$ cat src/rtl/round_robin_arbiter.sv
// Round-robin arbiter: one-cycle grant latency, a grant held until done, the owner drops its request, or HOLD_MAX cycles elapse.
// Every release costs one IDLE cycle; the priority pointer advances past the released owner.
module round_robin_arbiter #(
  parameter int NUM_REQ  = 4,
  parameter int BIN_W    = $clog2(NUM_REQ),
  parameter int HOLD_MAX = 8
) (
  input  logic               clk,
  input  logic               reset_n,
  input  logic [NUM_REQ-1:0] req_i,
  input  logic               done_i,
  output logic [NUM_REQ-1:0] gnt_o,
  output logic [BIN_W-1:0]   gnt_id_o,
  output logic               gnt_valid_o,
  output logic               timeout_o
);

  typedef enum logic {IDLE = 1'b0, BUSY = 1'b1} state_t;

  localparam logic [7:0] HOLD_LAST = 8'(HOLD_MAX - 1);

  state_t           state;
  logic [BIN_W-1:0] ptr;
  logic [7:0]       hold_cnt;
  logic [BIN_W-1:0] sel_id;
  logic             sel_found;
  logic             owner_req;
  logic             hold_hit;
  logic             release_now;

  // Search starts at ptr and wraps naturally because NUM_REQ is a power of two.
  always_comb begin
    sel_id    = '0;
    sel_found = 1'b0;
    for (int i = 0; i < NUM_REQ; i++) begin
      logic [BIN_W-1:0] idx;
      idx = ptr + BIN_W'(i);
      if (!sel_found && req_i[idx]) begin
        sel_id    = idx;
        sel_found = 1'b1;
      end
    end
  end

  assign owner_req   = req_i[gnt_id_o];
  assign hold_hit    = (hold_cnt == HOLD_LAST);
  assign release_now = done_i || !owner_req || hold_hit;

  always_ff @(posedge clk or negedge reset_n) begin
    if (!reset_n) begin
      state       <= IDLE;
      ptr         <= '0;
      hold_cnt    <= '0;
      gnt_o       <= '0;
      gnt_id_o    <= '0;
      gnt_valid_o <= 1'b0;
      timeout_o   <= 1'b0;
    end else begin
      case (state)
        IDLE: begin
          timeout_o <= 1'b0;
          if (sel_found) begin
            state       <= BUSY;
            hold_cnt    <= '0;
            gnt_id_o    <= sel_id;
            gnt_o       <= NUM_REQ'(1) << sel_id;
            gnt_valid_o <= 1'b1;
          end
        end
        BUSY: begin
          hold_cnt <= hold_cnt + 8'd1;
          if (release_now) begin
            state       <= IDLE;
            ptr         <= gnt_id_o + BIN_W'(1);
            gnt_o       <= '0;
            gnt_valid_o <= 1'b0;
            // Only a pure hold-limit release counts as a timeout.
            timeout_o   <= hold_hit && !done_i && owner_req;
          end else begin
            timeout_o <= 1'b0;
          end
        end
        default: begin
          state       <= IDLE;
          gnt_o       <= '0;
          gnt_valid_o <= 1'b0;
          timeout_o   <= 1'b0;
        end
      endcase
    end
  end

endmodule

$ cat config.mk
export PLATFORM = sky130hd
export DESIGN_NAME = round_robin_arbiter
export DESIGN_NICKNAME = d
export VERILOG_FILES = /design/src/rtl/round_robin_arbiter.sv
export SDC_FILE = /design/constraint.sdc
export NUM_CORES = 1
export LEC_CHECK = 0
export ABC_AREA = 1
export BUFFER_PORTS_ARGS = -buffer_cell sky130_fd_sc_hd__buf_2
export CORE_UTILIZATION = 51
export DETAILED_ROUTE_END_ITERATION = 10
export GPL_ROUTABILITY_DRIVEN = 0
export PLACE_DENSITY = 0.74
export SYNTH_ARGS = -nofsm -noshare
export SYNTH_HDL_FRONTEND = slang
export SYNTH_SLANG_ARGS = --single-unit
$ cat constraint.sdc
create_clock -name clk -period 1.4 [get_ports clk]
set_input_delay 0 -clock clk [delete_from_list [all_inputs] [get_ports clk]]
set_output_delay 0 -clock clk [all_outputs]
set_load 0.1 [all_outputs]
# After elaboration in Yosys (flattened, before gate mapping)
# Cells that the tools add are included.
[totals]
word_cells = 68
out_inout_bits = 8
register_bits = 19
[op_classes]
order_cmp = 5
bitwise_logic = 1
mux = 31
n_addsub = 5
reduce_logical = 15
eq_ne = 3
shift = 1
[ops]
columns = ["op", "n"]
rows = [
  ["8-bit one-hot mux with 2 select lines", 1],
  ["2-bit by 3-bit < comparator with 1-bit output, second input constant", 5],
  ["1-bit two-way mux", 14],
  ["1-bit binary-select mux with 2-bit select", 5],
  ["8-bit by 1-bit adder with 8-bit output, second input constant", 1],
  ["8-bit by 3-bit equality test with 1-bit output, second input constant", 1],
  ["2-bit two-way mux", 4],
  ["4-bit two-way mux", 2],
  ["8-bit two-way mux", 1],
  ["4-bit one-hot mux with 2 select lines", 1],
  ["1-bit one-hot mux with 2 select lines", 3],
  ["2-bit AND reduction", 3],
  ["1-bit logical AND", 5],
  ["1-bit logical NOT", 5],
  ["2-bit by 1-bit adder with 2-bit output, second input constant", 2],
  ["2-bit adder, second input constant", 2],
  ["1-bit by 2-bit << shifter with 4-bit output, first input constant", 1],
  ["1-bit logical OR", 2],
  ["2-bit by 1-bit inequality test with 1-bit output, second input constant", 1],
  ["2-bit inequality test, second input constant", 1],
  ["1-bit NOT", 1],
]

# Logic depth before layout (Yosys ltp)
[logic_depth]
depth_word = 15
mapped_depth = 12
mapped_depth_nobuf = 12

# Worst setup path before layout
# No wires, ideal clock.
[synth_timing]
path_type = "register -> register"
startpoint = "reg gnt_id_o[0]"
endpoint = "reg ptr[0]"
required_time_ns = 1.231
slack_ns = -0.458
n_path_buf = 0
arrival_ns = 1.689
stages_incl_launch_ff = 10
path_cell_list = "dfrtp_1 -> a21oi_1 -> o21ai_0 -> nand2_1 -> inv_1 -> nor2_1 -> nand2_1 -> nand2_2 -> nand2_1 -> o21ai_0"
[synth_between]
elab_chain_cells = 6
word_cells_on_any_way = 7
[synth_lines]
columns = ["element", "line", "text"]
rows = [
  ["from (decl)", "13", "output logic [BIN_W-1:0] gnt_id_o,"],
  ["from (signal assigned)", "65", "gnt_id_o <= sel_id;"],
  ["1-bit binary-select mux with 2-bit select", "45", "assign owner_req = req_i[gnt_id_o];"],
  ["1-bit two-way mux (implied by the code)", "45", ""],
  ["1-bit logical NOT", "47", "assign release_now = done_i || !owner_req || hold_hit;"],
  ["1-bit logical OR (2 in series)", "47", ""],
  ["2-bit AND reduction (no source line)", "n/a", ""],
  ["to (signal assigned)", "74", "ptr <= gnt_id_o + BIN_W'(1);"],
  ["to (decl)", "23", "logic [BIN_W-1:0] ptr;"],
]
# Parallel ways exist; a longest one is shown, timed or not. The select of a mux whose other input is x is not followed.
# A chain may end at the register's enable or synchronous reset.

# Worst setup path after layout
[layout_timing]
startpoint = "reg ptr[0]"
endpoint = "reg gnt_o[0]"
[layout_between]
elab_chain_cells = 15
word_cells_on_any_way = 30
[layout_lines]
columns = ["element", "line", "text"]
rows = [
  ["branches (longest 15 deep; another with 2-bit by 1-bit adder with 2-bit output)", "n/a", ""],
  ["to (signal assigned)", "66", "gnt_o <= NUM_REQ'(1) << sel_id;"],
  ["to (decl)", "12", "output logic [NUM_REQ-1:0] gnt_o,"],
]
# Parallel ways; which one is timed is not known. The select of a mux whose other input is x is not followed.

==> flow_metrics.py <==
metrics = {
    "layout": {
        "layout-drive-gt1-share": 0.5507,
        "area_growth_pct": 50.97,
        "fin_nets": 216,
        "fin_area_sq_mm": 0.001846,
        "post-route-util": 0.8263,
        "antenna-diode-count": 0,
        "finalNonFillerCells": 235,
    },
    "detailed_routing": {
        "postRouteAntennaNets": 0,
        "vias_per_cell": 5.791,
        "dr.pass1.iters": 4,
        "wl_per_cell_microns": 17.45,
        "vias": 1361,
        "wirelength_microns": 4101,
        "drc_errors": 0,
        "drt_iter0_drc": 48,
    },
    "clocking": {
        "cts_tree": "built",
        "path_clk_slew_ps": 120,
        "clockRootBuffer": "clkbuf_4",
        "clock_path_buffers": 2,
        "cts_buffers": 3,
        "htreeDepth": 1,
        "cts_num_sinks": 19,
        "clk_latency_ps": 300,
    },
    "hold_path": {
        "hold_class": "primary input to asynchronous set/reset pin",
    },
    "floorplanning": {
        "die_w_microns": 50.96,
        "core_sq_mm": 0.002233,
        "row_count": 17,
        "io_pins": 15,
        "die_height_microns": 50.96,
        "initial_core_util": 0.5473,
        "die_area_sq_mm": 0.002597,
    },
    "global_route": {
        "grt_pass1_vias": 1242,
        "grt_pass1_wl_microns": 5637,
        "antenna_found_initial": 0,
        "grt_max_degree": 20,
        "grt_usage": 0.3014,
        "grt.overflow.total": 0,
    },
    "sta": {
        "worstMarginPinSlew_ps": 485.3,
        "worst_slack_ps": -338.8,
        "hold_viol": 0,
        "period_share": 1.242,
        "final.setup_skew_ps": 4.848,
        "rsz0062_at_grt": "yes",
        "slew_headroom": 0.6787,
        "setup_viol_count_final": 16,
        "fin_crit_ps": 1739,
        "max_freq_ghz": 0.5751,
        "slew_violations": 0,
    },
    "worst_setup_path": {
        "crit_type": "flop to flop",
        "critPathLaunch": "ptr[0]$_DFFE_PN0P_",
        "ff2ff_path_depth": 10,
        "timing.rr.start": "ptr[0]$_DFFE_PN0P_",
        "crit_fanout": 6,
        "worst-endpoint-arrival_ps": 1940,
        "r2r_end": "gnt_o[0]$_DFFE_PN0P_",
        "reg2reg_setup_slack_ps": -340,
        "critPathRequiredTime_ps": 1600,
        "startpoint_type": "flop",
        "cp-end-kind": "flop",
    },
    "synth": {
        "synth_edf_count": 0,
        "yosysTopAreaCell": "dfrtp_1",
        "syn_area_sq_mm": 0.001222,
        "synth.distinct_cells": 27,
        "synth_warnings": 0,
        "synth_cells": 166,
        "synth_top_area_frac": 0.3889,
        "synthArstFlopShare": 1.000,
        "yosys_register_bits": 19,
        "ys.flop_type": "dfrtp_1",
        "avgSynthCellArea_sq_um": 7.364,
        "synth.area.top_cells": "dfrtp_1, nand2_1, nand3_1, inv_1, o21ai_0",
        "syn-num-nets": 174,
        "synth.yosys.seq_area_share": 0.3889,
    },
    "run_status": {
        "violations": "negative setup slack",
        "run_status": "complete, but fails checks",
    },
    "placement": {
        "dp_hpwl_microns": 2136,
        "dp_cells": 217,
        "place_area_sq_mm": 0.001408,
        "portBuffers": 14,
    },
    "job": {
        "drv_cap": 0,
    },
}
==> repair_timing <==
item                                   CTS  global route
pin swaps                               14            23
endpoints found under the hold margin   20             0
setup endpoints to repair               18            18
buffers inserted                         5             3
resized for setup                       32            55
gates cloned                             3             1
hold buffers                             2             0
==> worst max-delay path, cell delays in order, from the launching register on <==
cell	delay (ps)
dfrtp_2	510
buf_6	160
nand2_2	70
nand2_4	80
nand2_4	80
nand2_4	80
buf_6	130
o211ai_1	230
nand2_2	130
nand3_2	100
nand2_1	60
==> cell usage after synthesis (2+ instances only) <==
master    number
inv_1         15
a21oi_1        3
nand3_1       21
o21ai_0        9
nand2_4        3
nand4_1        2
nand3b_1       2
nand2_2        7
nand2_1       57
nor4_1         2
inv_2          2
dfrtp_1       19
nor2_1         5
nor3_1         2
o21ai_1        4
o211ai_1       2
==> registers in the layout (all words and copies together) (netlist names) <==
| register | flops |
|---|---|
| gnt_o | 4 |
| hold_cnt | 8 |
| gnt_id_o | 2 |
| timeout_o | 1 |
| state | 1 |
| gnt_valid_o | 1 |
| ptr | 2 |
==> worst max-delay path by stage <==
stage          slack [ps]                   end
2_1_floorplan         -70  gnt_o[0]$_DFFE_PN0P_
3_3_place_gp         -130  gnt_o[1]$_DFFE_PN0P_
3_5_place_dp         -200  gnt_o[1]$_DFFE_PN0P_
4_1_cts              -210  gnt_o[0]$_DFFE_PN0P_
5_1_grt              -430  gnt_o[0]$_DFFE_PN0P_
6_report             -340  gnt_o[0]$_DFFE_PN0P_
==> cells in the final DEF (no fill, tap or decap), types with 3 or more instances in the layout <==
master	Yosys	routed
inv_2	2	4
buf_4	0	15
buf_6	1	4
inv_4	0	3
a21oi_2	0	3
buf_2	0	14
nand2_4	3	19
inv_1	15	10
nand2_1	57	37
nand2_2	7	13
clkbuf_4	0	3
dfrtp_1	19	15
nand3_1	21	13
nand3_2	1	8
o21ai_2	1	9
o21ai_1	4	4
==> kinds of logic after synthesis <==
group | synth area share
xor gates and xnor gates | 0.007166
AOI/OAI and AO/OA | 0.09007
DFF | 0.3889
buffers and inverters | 0.07676
and+or+nand+nor | 0.4268
adders and majority gates | 0.01023
==> per-stage QoR <==
stage | setup TNS (ps) | worst slack, ps | hold slack [ps]
3_5_place_dp | -2439 | -201.0 | -41.41
4_1_cts | -2648 | -205.3 | 148.3
2_1_floorplan | -578.4 | -73.99 | -295.6
3_3_place_gp | -1312 | -133.0 | -48.96
6_report | -4258 | -338.8 | 148.2
5_1_grt | -5647 | -430.0 | 183.5
==> layout make-up <==
cell class	instances	area, sq um
flip-flops and latches	19	485.5
repair buffers	35	247.7
clock inverters	1	7.507
repair inverters	1	6.256
well taps	28	35.03
fillers	130	387.9
multi-input cells	130	962.2
inverters	18	78.83
clock buffers	3	22.52
==> per-layer routing <==
metal  GRT usage  wire (microns)  vias to the layer above
li1            -               -                      633
met1      0.3612            1667                      662
met2      0.5154            2115                       54
met3     0.05357             206                       12
met4      0.1481             111                        0
met5           0               0                        -
Power is not shown: default switching activity piles up to over one toggle a cycle in this logic, so the estimate is an artifact.
